--- config.mk ---
export PLATFORM = sky130hd
export DESIGN_NAME = viterbi_decoder
export DESIGN_NICKNAME = d
export VERILOG_FILES = /design/src/rtl/conv_code_pkg.sv /design/src/rtl/viterbi_acs.sv /design/src/rtl/viterbi_decoder.sv
export SDC_FILE = /design/constraint.sdc
export NUM_CORES = 1
export LEC_CHECK = 0
export ABC_AREA = 1
export BUFFER_PORTS_ARGS = -buffer_cell sky130_fd_sc_hd__buf_2
export CAP_MARGIN = 0
export CORE_MARGIN = 3
export CORE_UTILIZATION = 64
export CTS_CLUSTER_SIZE = 8
export DETAILED_ROUTE_END_ITERATION = 10
export GPL_TIMING_DRIVEN = 1
export HOLD_SLACK_MARGIN = 0.15
export PLACE_DENSITY = 0.83
export SYNTH_ARGS = -nofsm -noshare
export SYNTH_HDL_FRONTEND = slang
export SYNTH_SLANG_ARGS = --single-unit
--- constraint.sdc ---
create_clock -name clk -period 7.95 [get_ports clk]
set_input_delay 0.795 -clock clk [delete_from_list [all_inputs] [get_ports clk]]
set_output_delay 0.795 -clock clk [all_outputs]
set_load 0.05 [all_outputs]
--- src/rtl/conv_code_pkg.sv ---
// Shared constants and helpers for the K=3, rate-1/2 (7,5) convolutional code.
package conv_code_pkg;

  // Code definition: constraint length and octal generator polynomials.
  // Tap order in the generator masks is {u, s[1], s[0]}.
  localparam int         K      = 3;
  localparam logic [2:0] GEN_C0 = 3'o7;
  localparam logic [2:0] GEN_C1 = 3'o5;

  // Trellis size and encoder state indices, where state = {u[n-1], u[n-2]}.
  localparam int         NUM_STATES = 1 << (K - 1);
  localparam logic [1:0] ST_00      = 2'd0;
  localparam logic [1:0] ST_01      = 2'd1;
  localparam logic [1:0] ST_10      = 2'd2;
  localparam logic [1:0] ST_11      = 2'd3;

  // Decoder defaults.
  localparam int TB_DEPTH_DEFAULT = 16;
  localparam int PM_W_DEFAULT     = 4;

  // After reset, the decoder starts with state 0 favoured.
  // States 1..3 start penalised by this metric.
  localparam int PM_RESET_OTHER = 4;

  typedef logic [1:0] state_t;
  typedef logic [1:0] symbol_t;

  // Returns the encoder output {c0, c1} for input bit u in state s.
  function automatic symbol_t encodeSymbol(input state_t s, input logic u);
    logic [2:0] taps;
    taps = {u, s};
    return {^(taps & GEN_C0), ^(taps & GEN_C1)};
  endfunction

  // Returns the Hamming distance between a received hard symbol and an
  // expected one.
  function automatic logic [1:0] branchMetric(input symbol_t rx, input symbol_t expSym);
    logic [1:0] diff;
    diff = rx ^ expSym;
    return {1'b0, diff[1]} + {1'b0, diff[0]};
  endfunction

endpackage

--- src/rtl/viterbi_acs.sv ---
// Add-compare-select cell for one trellis state.
// Candidate 0 always comes from the lower-index predecessor, so a tie keeps
// candidate 0. The sum is one bit wider than a path metric, which lets the
// un-normalised value never wrap.
module viterbi_acs
  import conv_code_pkg::*;
#(
  parameter int PM_W = PM_W_DEFAULT
) (
  input  logic [PM_W-1:0] pm0_i,
  input  logic [PM_W-1:0] pm1_i,
  input  logic [1:0]      bm0_i,
  input  logic [1:0]      bm1_i,
  output logic [PM_W:0]   sum_o,
  output logic            sel_o
);

  logic [PM_W:0] cand0;
  logic [PM_W:0] cand1;

  // Add both branch metrics.
  // Keep the strictly smaller candidate; ties resolve toward predecessor 0.
  always_comb begin
    cand0 = {1'b0, pm0_i} + (PM_W + 1)'(bm0_i);
    cand1 = {1'b0, pm1_i} + (PM_W + 1)'(bm1_i);
    sel_o = (cand1 < cand0);
    sum_o = sel_o ? cand1 : cand0;
  end

endmodule

--- src/rtl/viterbi_decoder.sv ---
// Hard-decision Viterbi decoder for the K=3, rate-1/2 (7,5) code.
// Survivors use register exchange.
// Each accepted symbol emits the oldest bit of the best state's survivor one
// cycle later, after the survivor pipeline has filled.
module viterbi_decoder
  import conv_code_pkg::*;
#(
  parameter int TB_DEPTH = TB_DEPTH_DEFAULT,
  parameter int PM_W     = PM_W_DEFAULT
) (
  input  logic       clk,
  input  logic       rst,
  input  logic [1:0] din,
  input  logic       din_valid,
  output logic       dout,
  output logic       dout_valid
);

  localparam int                 CNT_W      = $clog2(TB_DEPTH + 1);
  localparam logic [CNT_W-1:0]   CNT_FULL   = CNT_W'(TB_DEPTH);
  localparam logic [CNT_W-1:0]   CNT_LAST   = CNT_W'(TB_DEPTH - 1);
  localparam logic [PM_W-1:0]    PM_PENALTY = PM_W'(PM_RESET_OTHER);

  // Architectural state.
  logic [NUM_STATES-1:0][PM_W-1:0]     pm_q;
  logic [NUM_STATES-1:0][PM_W-1:0]     pm_d;
  logic [NUM_STATES-1:0][TB_DEPTH-1:0] surv_q;
  logic [NUM_STATES-1:0][TB_DEPTH-1:0] surv_d;
  logic [CNT_W-1:0]                    cnt_q;
  logic [CNT_W-1:0]                    cnt_d;
  logic                                dout_q;
  logic                                dout_d;
  logic                                doutValid_q;
  logic                                doutValid_d;

  // Per-state results of the trellis step for the current input symbol.
  logic [PM_W:0]                       acsSum  [NUM_STATES];
  logic                                acsSel  [NUM_STATES];
  logic [TB_DEPTH-1:0]                 survNew [NUM_STATES];
  logic [PM_W-1:0]                     pmNorm  [NUM_STATES];
  logic [PM_W:0]                       minSum;
  state_t                              bestIdx;

  // One ACS cell per new state ns = {u, a}.
  // Its predecessors are {a,0} and {a,1}, and each is reached with input bit u.
  for (genvar ns = 0; ns < NUM_STATES; ns++) begin : g_state
    localparam int     A_BIT = ns % 2;
    localparam int     PRED0 = 2 * A_BIT;
    localparam int     PRED1 = 2 * A_BIT + 1;
    localparam logic   U_BIT = 1'(ns / 2);

    logic [1:0] bm0;
    logic [1:0] bm1;

    assign bm0 = branchMetric(din, encodeSymbol(state_t'(PRED0), U_BIT));
    assign bm1 = branchMetric(din, encodeSymbol(state_t'(PRED1), U_BIT));

    viterbi_acs #(
      .PM_W (PM_W)
    ) u_acs (
      .pm0_i (pm_q[PRED0]),
      .pm1_i (pm_q[PRED1]),
      .bm0_i (bm0),
      .bm1_i (bm1),
      .sum_o (acsSum[ns]),
      .sel_o (acsSel[ns])
    );

    assign survNew[ns] = acsSel[ns]
                       ? {surv_q[PRED1][TB_DEPTH-2:0], U_BIT}
                       : {surv_q[PRED0][TB_DEPTH-2:0], U_BIT};
  end

  // Find the minimum new metric and the lowest-index state that holds it.
  // Then subtract that minimum from every metric, so the best state sits at 0.
  always_comb begin
    minSum  = acsSum[0];
    bestIdx = ST_00;
    for (int i = 1; i < NUM_STATES; i++) begin
      if (acsSum[i] < minSum) begin
        minSum  = acsSum[i];
        bestIdx = state_t'(i);
      end
    end
    for (int i = 0; i < NUM_STATES; i++) begin
      pmNorm[i] = PM_W'(acsSum[i] - minSum);
    end
  end

  // Next-state logic.
  // State advances only on an accepted symbol; idle cycles hold everything
  // and drop dout_valid.
  always_comb begin
    pm_d        = pm_q;
    surv_d      = surv_q;
    cnt_d       = cnt_q;
    dout_d      = dout_q;
    doutValid_d = 1'b0;
    if (din_valid) begin
      for (int i = 0; i < NUM_STATES; i++) begin
        pm_d[i]   = pmNorm[i];
        surv_d[i] = survNew[i];
      end
      if (cnt_q != CNT_FULL) begin
        cnt_d = cnt_q + 1'b1;
      end
      dout_d      = survNew[bestIdx][TB_DEPTH-1];
      doutValid_d = (cnt_q >= CNT_LAST);
    end
  end

  // State register.
  // Reset wins over din_valid and restarts the trellis with state 0 favoured.
  always_ff @(posedge clk) begin
    if (rst) begin
      for (int i = 0; i < NUM_STATES; i++) begin
        pm_q[i]   <= (i == 0) ? '0 : PM_PENALTY;
        surv_q[i] <= '0;
      end
      cnt_q       <= '0;
      dout_q      <= 1'b0;
      doutValid_q <= 1'b0;
    end else begin
      pm_q        <= pm_d;
      surv_q      <= surv_d;
      cnt_q       <= cnt_d;
      dout_q      <= dout_d;
      doutValid_q <= doutValid_d;
    end
  end

  assign dout       = dout_q;
  assign dout_valid = doutValid_q;

endmodule

### Yosys cells after proc, flatten, opt, wreduce, memory -nomap -nowiden

Cells that the tools add are included.

| word-level totals | value |
|---|---|
| bits of input ports | 5 |
| output and inout bits | 2 |
| bits in registers | 83 |
| logic and storage cells | 62 |

| operators by class | value |
|---|---|
| $lt $le $gt $ge | 9 |
| mux-type cells | 17 |
| bitwise logic cells | 5 |
| $add $sub $neg | 17 |
| reduce and logical (&&, ||, !) cells | 2 |
| eq/ne operators | 1 |

Operator list:

| kind | count |
|---|---|
| two-way mux 16 bit | 6 |
| adder 4 x 2 -> 5 bit | 8 |
| less-than comparator 5 bit | 7 |
| binary-select mux 16 bit (select 2 bit) | 1 |
| two-way mux 5 bit | 6 |
| subtractor 4 bit | 4 |
| adder 1 x 1 -> 2 bit | 4 |
| adder 5 x 1 -> 5 bit (second input constant) | 1 |
| >= comparator 5 x 4 -> 1 bit (second input constant) | 1 |
| inequality test 5 bit (second input constant) | 1 |
| two-way mux 2 bit | 2 |
| two-way mux 4 bit | 1 |
| >= comparator 3 bit (second input constant) | 1 |
| NOT 1 bit | 3 |
| NOT 2 -> 3 bit | 1 |
| NOT 2 bit | 1 |
| AND reduction 2 bit | 1 |
| OR reduction 2 bit | 1 |
| two-way mux 1 bit | 1 |

### Logic depth before layout (Yosys ltp)

Gate-level depths: netlist of run 1.

| depth | value |
|---|---|
| word-level depth | 15 |
| mapped depth | 54 |
| depth with buffers taken out | 53 |

### Hierarchy

From an unflattened synthesis of run 1, not the netlist that was laid out.

| second synthesis, totals | value |
|---|---|
| cell total of the unflattened synthesis | 902 |
| area, all modules | 6038.3 um2 |

By module, submodules not included:

| module | times used | seq. area each (um2) | area each (um2) | cells each |
|---|---|---|---|---|
| viterbi_decoder | 1 | 1561.5 | 4311.6 | 622 |
| viterbi_acs | 4 | 0.0 | 431.7 | 70 |

### Least setup slack after synthesis of run 1

No wires, ideal clock.

| timing | value |
|---|---|
| kind | input port to flip-flop |
| start | input port din[0] |
| end | register pm_q[10] (netlist bit) |
| buffers on the path | 3 |
| arrival | 6.874 ns |
| cell stages on the path | 40 |
| slack | 0.962 ns |
| required time | 7.835 ns |
| library setup time | 0.115 ns |
| path through | inv_1 -> ha_1 -> ha_1 -> ha_1 -> ha_1 -> a21oi_1 -> o21ai_1 -> nand2_1 -> nand2_1 -> nand2_2 -> nand2_4 -> clkbuf_1 -> o21ai_0 -> ha_1 -> a31oi_4 -> nand2_4 -> o21ai_0 -> ha_1 -> [4 not listed] -> o21a_1 -> inv_1 -> ha_1 -> nand2_1 -> inv_1 -> nand2_1 -> nand3_4 -> buf_6 -> o21ai_0 -> ha_1 -> inv_1 -> ha_1 -> inv_1 -> nand2_1 -> a21oi_1 -> nor2_1 -> nand2_1 -> nand2_1 |

| between the ends | value |
|---|---|
| longest elaborated chain between the ends | 12 |
| elaborated cells on any way between the ends | 29 |
| those cells by class | 13 x add/sub; 7 x order compare; 7 x mux; 2 x bitwise |

Ends and longest elaborated chain:

| item | line | RTL |
|---|---|---|
| start, declared | viterbi_decoder.sv:13 | `input logic [1:0] din,` |
| NOT 1 bit (no line) / NOT 2 bit (equally long branches) | -- |  |
| adder 1 x 1 -> 2 bit | conv_code_pkg.sv:40 | `return {1'b0, diff[1]} + {1'b0, diff[0]};` |
| adder 4 x 2 -> 5 bit | viterbi_acs.sv:25 | `cand1 = {1'b0, pm1_i} + (PM_W + 1)'(bm1_i);` |
| less-than comparator 5 bit | viterbi_acs.sv:26 | `sel_o = (cand1 < cand0);` |
| two-way mux 5 bit | viterbi_acs.sv:27 | `sum_o = sel_o ? cand1 : cand0;` |
| less-than comparator 5 bit | viterbi_decoder.sv:80 | `if (acsSum[i] < minSum) begin` |
| two-way mux 5 bit | viterbi_decoder.sv:80 |  |
| less-than comparator 5 bit | viterbi_decoder.sv:80 |  |
| two-way mux 5 bit | viterbi_decoder.sv:80 |  |
| less-than comparator 5 bit | viterbi_decoder.sv:80 |  |
| two-way mux 4 bit | viterbi_decoder.sv:80 |  |
| subtractor 4 bit * | viterbi_decoder.sv:86 | `pmNorm[i] = PM_W'(acsSum[i] - minSum);` |
| end signal, assigned by index | viterbi_decoder.sv:117 | `pm_q[i] <= (i == 0) ? '0 : PM_PENALTY;` |
| end signal, assigned | viterbi_decoder.sv:124 | `pm_q <= pm_d;` |
| end, declared | viterbi_decoder.sv:25 | `logic [NUM_STATES-1:0][PM_W-1:0] pm_q;` |

Mark *: on every way between the ends. The rest lies on a longest branch, timed or not.
A chain may end at the register's enable or synchronous reset.

### Worst setup path after layout of run 1

| timing | value |
|---|---|
| start | input port din[0] |
| end | register pm_q[2] (netlist bit) |

The elaborated chain is that of the path after synthesis.

==> results of run 1 <==
sequential cells by signal, summed over array words and instances, names as in the netlist:
signal      cells
dout_valid      1
surv_q         55
dout            1
pm_q           16
cnt_q           5
logic make-up after synthesis:
family	Yosys count	share of synthesized area, %
flip-flops	78	26.8
buffers and inverters	166	11.2
AO/OA/AOI/OAI	240	21.6
adder cells (fa/ha/maj)	50	10.8
XOR/XNOR	20	3.40
AND/OR/NAND/NOR	336	26.3
per-layer routing:
metal  share of wire [%]  GRT usage [%]  vias to the layer above
li1                    -              -                     2888
met1                  44           41.4                     2666
met2                  46           47.4                      224
met3                 7.6           5.72                       38
met4                 2.2           7.26                        0
met5                   0              0                        -
cell usage in the layout (no fill, tap or decap), types with 3 or more instances in the layout:
| cell type | instances |
|---|---|
| o211ai_1 | 4 |
| o21ai_0 | 86 |
| nand2_4 | 5 |
| xor2_2 | 3 |
| dfxtp_1 | 78 |
| buf_4 | 7 |
| ha_1 | 50 |
| xor2_1 | 14 |
| xnor2_1 | 3 |
| o21ai_1 | 9 |
| nand3_2 | 4 |
| buf_2 | 6 |
| nor2_1 | 23 |
| inv_1 | 120 |
| clkbuf_8 | 9 |
| nand2_2 | 23 |
| a21oi_1 | 131 |
| nor3_1 | 5 |
| and2_1 | 3 |
| nand4_1 | 9 |
| nand2_1 | 197 |
| inv_2 | 7 |
| nand3_1 | 63 |
worst paths after layout:
check	from	end	slack, ns	depth (start not counted)
max	din[0]	pm_q[2]$_SDFFE_PP0P_	0.50	41
min	surv_q[48]$_SDFFE_PP0P_	surv_q[48]$_SDFFE_PP0P_	0.47	2
max reg2reg	pm_q[1]$_SDFFE_PP0P_	pm_q[2]$_SDFFE_PP0P_	1.08	39
min reg2reg	surv_q[48]$_SDFFE_PP0P_	surv_q[48]$_SDFFE_PP0P_	0.47	2
what timing repair did:
action	4_1_cts	5_1_grt
setup endpoints to repair	0	12
gates resized for setup	0	2
hold endpoints to repair	0	0
critical path, delay by kind of cell:
kind                     cells  cell delay, ns
adder cells (fa/ha/maj)      9            2.62
buffers and inverters       10            0.86
AO/OA/AOI/OAI                9            2.08
AND/OR/NAND/NOR             13            1.34
metrics by stage:
step | area [um^2] | worst slack [ns] | util [%]
after floorplan | 5820 | 0.962 | -
after global placement | 5860 | 0.296 | 66.9
after detailed placement | 5860 | 0.0687 | 66.9
after CTS | 6040 | 0.452 | 69.0
after global routing | 6050 | 0.0255 | 69.0
final | 6050 | 0.504 | 69.0
area by class of cell:
type | count | area share (%)
clock buffers | 9 | 2.05
clock inverters | 7 | 0.910
inverters | 127 | 7.88
multi-input cells | 646 | 59.7
flip-flops and latches | 78 | 25.8
well taps | 108 | 2.23
repair buffers | 13 | 1.37
==> run summary, run 1 <==
status - finished clean
Seq. cell area - 0.00156 mm^2
crit-path max FO - 34
RSZ-0062 raised after global routing - false
initial antenna violation count - 0
max-cap viol count - 0
post-synth top area cell - dfxtp_1
CTS root buf - clkbuf_8
GR Overflow Total - 0
CTS tree - built
multi-input logic area - 0.00361 mm^2
Die H - 101 um
Final Hold Viols - 0
most frequent CP cell - ha_1
Post-CTS Hold Buffers - 0
Tightest Pin Transition - 0.932 ns
worst hold path type - reg2reg
Avg Inst Size Synth - 6.54 um^2
DRT iter0 DRCs - 489
Cells after Synth - 890
area delta synth->final - 3.91%
main flop type after synthesis - dfxtp_1
Mapped Area - 0.00582 mm^2
clk slew on worst S/H paths - 0.10 ns
CP peak stage delay - 0.39 ns
Top Ports - 7
gpl congestion - 0.978
Routed WL - 14.7 mm
row count - 34
# H-tree levels - 3
Worst path slowest cell - o21ai_0
layout cells sized above 1 - 8.98%
Critical Path RT - 8.22 ns
drt pass-1 iters - 5
ANT nets after route - 0
Layout Nets - 930
Slew Limit Fails - 0
Startpoint Class - primary input
CP arrival - 7.71 ns
post-synthesis register bit count - 78
Tmin final - 7.45 ns
DR vias - 5816
largest net degree at the start of global routing - 105
global-route wire length before repair - 24.4 mm
GRT Total Usage - 29.7%
Setup Skew - 0.0180 ns
CTS Buffer Depth - 2
Setup Fix Bufs, Post-CTS - 0
vias per cell - 5.89
Synth top area share - 26.8%
DIE AREA - 0.0103 mm^2
DRC viols - 0
fin cells - 988
crit share post-route - 93.7%
WS Path Type - in2reg
Port Buf Inserts - 6
f_max - 0.134 GHz
n_diodes - 0
Worst slew margin - 37.9%
Ys Warns - 0
Seq/Total Area, Yosys - 26.8%
drt wl/cell - 14.9 um
most frequent cell after synthesis - nand2_1
Synth area leaders - dfxtp_1 27%, nand2_1 13%, a21oi_1 11%, ha_1 11%, inv_1 7.8%
Post-synth top cells - 197 x nand2_1, 131 x a21oi_1, 121 x inv_1
vias in the first global route - 5238
FFs w/ async S/R, synth - 0%
Yosys cell types - 34
filler cell count - 740
Initial Util - 66.4%
# placed instances - 972
TritonCTS Sinks - 78
final setup violation count - 0
Clock Latency Late Sink - 0.37 ns
Syn Nets - 945
hpwl dp - 10.9 mm
Inserted Clock Buffers - 9
EDFF count, synth - 0
crit end category - flip-flop
chip width - 101 um
smallest hold slack - 0.466 ns
core area - 0.00876 mm^2
total negative slack - 0 ns
Power of run 1 is left out: the tool's default activity adds up to more than one toggle a clock period on the data nets, which glitch-free logic cannot reach.
==> inputs of run 2 (changes only) <==
--- a/config.mk
+++ b/config.mk
@@ -9,12 +9,12 @@
 export BUFFER_PORTS_ARGS = -buffer_cell sky130_fd_sc_hd__buf_2
 export CAP_MARGIN = 0
 export CORE_MARGIN = 3
-export CORE_UTILIZATION = 64
+export CORE_UTILIZATION = 58
 export CTS_CLUSTER_SIZE = 8
 export DETAILED_ROUTE_END_ITERATION = 10
 export GPL_TIMING_DRIVEN = 1
 export HOLD_SLACK_MARGIN = 0.15
-export PLACE_DENSITY = 0.83
+export PLACE_DENSITY = 0.79
 export SYNTH_ARGS = -nofsm -noshare
 export SYNTH_HDL_FRONTEND = slang
 export SYNTH_SLANG_ARGS = --single-unit
==> constraint.sdc (replaced) <==
create_clock -name clk -period 6.6 [get_ports clk]
set_input_delay 0.66 -clock clk [delete_from_list [all_inputs] [get_ports clk]]
set_output_delay 0.66 -clock clk [all_outputs]
set_load 0.05 [all_outputs]
==> run 2 against run 1 <==
Sequential share of layout area decreased by 1.0 points. Critical path depth increased by 8. Cell area increased by 4.1%.
==> run summary, run 2 (synthesis gave the netlist of run 1 again) <==
status - finished clean (unchanged)
Critical Path RT - 6.85 ns (was 8.22 ns)
worst hold path type - reg2reg (unchanged)
area delta synth->final - 8.13% (was 3.91%)
Tmin final - 6.19 ns
final setup violation count - 0 (unchanged)
Worst setup endpoint - pm_q[2]$_SDFFE_PP0P_ (unchanged)
Worst path slowest cell - ha_1 (was o21ai_0)
Initial Util - 61.2% (was 66.4%)
Die H - 106 um (was 101 um)
ANT nets after route - 0 (unchanged)
fin cells - 1027 (was 988)
Reg-to-Reg End - pm_q[2]$_SDFFE_PP0P_ (unchanged)
Setup crit start - din[0] (unchanged)
vias in the first global route - 5316 (was 5238)
crit end category - flip-flop (unchanged)
most frequent CP cell - nand2_1 (was ha_1)
Layout Nets - 948 (was 930)
RSZ-0062 raised after global routing - false (unchanged)
Seq. cell area - 0.00156 mm^2 (unchanged)
gpl congestion - 0.965 (was 0.978)
TritonCTS Sinks - 78 (unchanged)
Final Hold Viols - 0 (unchanged)
GR Overflow Total - 0 (unchanged)
final setup margin - 0.410 ns (was 0.504 ns)
# placed instances - 1011 (was 972)
filler cell count - 891 (was 740)
R2R Setup Slk - 0.66 ns (was 1.08 ns)
smallest hold slack - 0.454 ns (was 0.466 ns)
max-cap viol count - 0 (unchanged)
Setup Skew - 0.0203 ns (was 0.0180 ns)
largest net degree at the start of global routing - 83 (was 105)
most frequent cells in the layout - 197 x nand2_1, 126 x a21oi_1, 117 x inv_1, 83 x o21ai_0, 78 x dfxtp_1 (was 197 x nand2_1, 131 x a21oi_1, 120 x inv_1, 86 x o21ai_0, 78 x dfxtp_1)
GRT Total Usage - 26.0% (was 29.7%)
number of flip-flops in the largest register - 55 (unchanged)
multi-input logic area - 0.00367 mm^2 (was 0.00361 mm^2)
Largest regs - surv_q x55, pm_q x16, cnt_q x5 (unchanged)
Clock Latency Late Sink - 0.37 ns (about the same)
row count - 35 (was 34)
crit share post-route - 93.8%
pre-CTS setup slack - -0.407 ns (was 0.0687 ns)
f_max - 0.162 GHz
chip width - 106 um (was 101 um)
CTS Buffer Depth - 2 (unchanged)
Port Buf Inserts - 6 (unchanged)
core area - 0.00950 mm^2 (was 0.00876 mm^2)
hpwl dp - 10.7 mm (was 10.9 mm)
WS Path Type - in2reg (unchanged)
Final Util - 66.2% (was 69.0%)
CTS root buf - clkbuf_8 (unchanged)
vias per cell - 5.52 (was 5.89)
initial antenna violation count - 0 (unchanged)
n_diodes - 0 (unchanged)
Top Ports - 7 (unchanged)
crit-path max FO - 13 (was 34)
global-route wire length before repair - 24.1 mm (was 24.4 mm)
DR vias - 5673 (was 5816)
Startpoint Class - primary input (unchanged)
Tightest Pin Transition - 0.896 ns (was 0.932 ns)
reg2reg path depth - 45 (was 39)
DIE AREA - 0.0113 mm^2 (was 0.0103 mm^2)
Worst slew margin - 39.6% (was 37.9%)
# H-tree levels - 3 (unchanged)
Slew Limit Fails - 0 (unchanged)
drt pass-1 iters - 5 (unchanged)
Top reg by flops - surv_q (unchanged)
Routed WL - 14.2 mm (was 14.7 mm)
Critical R2R Launch - pm_q[5]$_SDFFE_PP0P_ (was pm_q[1]$_SDFFE_PP0P_)
clk slew on worst S/H paths - 0.08 ns (was 0.10 ns)
CTS tree - built (unchanged)
CP arrival - 6.44 ns (was 7.71 ns)
Inserted Clock Buffers - 9 (unchanged)
DRC viols - 0 (unchanged)
DRT iter0 DRCs - 409 (was 489)
CP peak stage delay - 0.36 ns (was 0.39 ns)
layout cells sized above 1 - 12.2% (was 8.98%)
drt wl/cell - 13.8 um (was 14.9 um)
commonest non-fill, non-tap cell in the layout - nand2_1 (unchanged)
[run 2: how the worst min path moves through the flow]
stage | from | cells past startpoint | endpoint | slack, ns
after floorplan | surv_q[48]$_SDFFE_PP0P_ | 2 | surv_q[48]$_SDFFE_PP0P_ | 0.43
after global placement | surv_q[48]$_SDFFE_PP0P_ | 2 | surv_q[48]$_SDFFE_PP0P_ | 0.44
after detailed placement | surv_q[48]$_SDFFE_PP0P_ | 2 | surv_q[48]$_SDFFE_PP0P_ | 0.44
after CTS | surv_q[48]$_SDFFE_PP0P_ | 2 | surv_q[48]$_SDFFE_PP0P_ | 0.46
after global routing | surv_q[48]$_SDFFE_PP0P_ | 2 | surv_q[48]$_SDFFE_PP0P_ | 0.48
final | surv_q[48]$_SDFFE_PP0P_ | 2 | surv_q[48]$_SDFFE_PP0P_ | 0.45
[run 2: layout make-up]
type | instances | area share [%]
Clock buffer | 10 | 2.03
Clock inverter | 6 | 1.09
Inverter | 127 | 7.58
Multi-Input combinational cell | 646 | 58.3
Sequential cell | 78 | 24.8
Tap cell | 129 | 2.57
Timing Repair Buffer | 31 | 3.66
[run 2: critical path, delay by kind of cell]
kind | cells | cell delay (ns)
AOI/OAI and AO/OA | 6 | 0.71
xor gates and xnor gates | 1 | 0.24
adders and majority gates | 7 | 1.88
buffers and inverters | 13 | 1.00
and+or+nand+nor | 22 | 1.93
[run 2: stage by stage]
| step | area [um^2] | setup TNS [ns] |
|---|---|---|
| floorplan | 5830 | 0 |
| global route | 6290 | 0 |
| global placement | 6050 | -0.263 |
| CTS | 6250 | 0 |
| finish | 6290 | 0 |
| detailed placement | 6050 | -3.51 |
[run 2: per-layer routing]
layer  routed length, um  vias to the layer above  GRT usage, %
met5                   0                        -             0
met4                 388                        0          8.33
met3                 914                       36          5.53
met2                6560                      148          42.2
met1                6320                     2575          34.4
li1                    -                     2914             -
[run 2: timing repair]
action / CTS / global route
endpoints found under the setup margin: 2 / 12
buffers inserted: 0 / 0
hold buffers: 0 / 0
pin swaps: 0 / 1
gates resized for setup: 1 / 16
Power of run 2 is left out for the same reason.
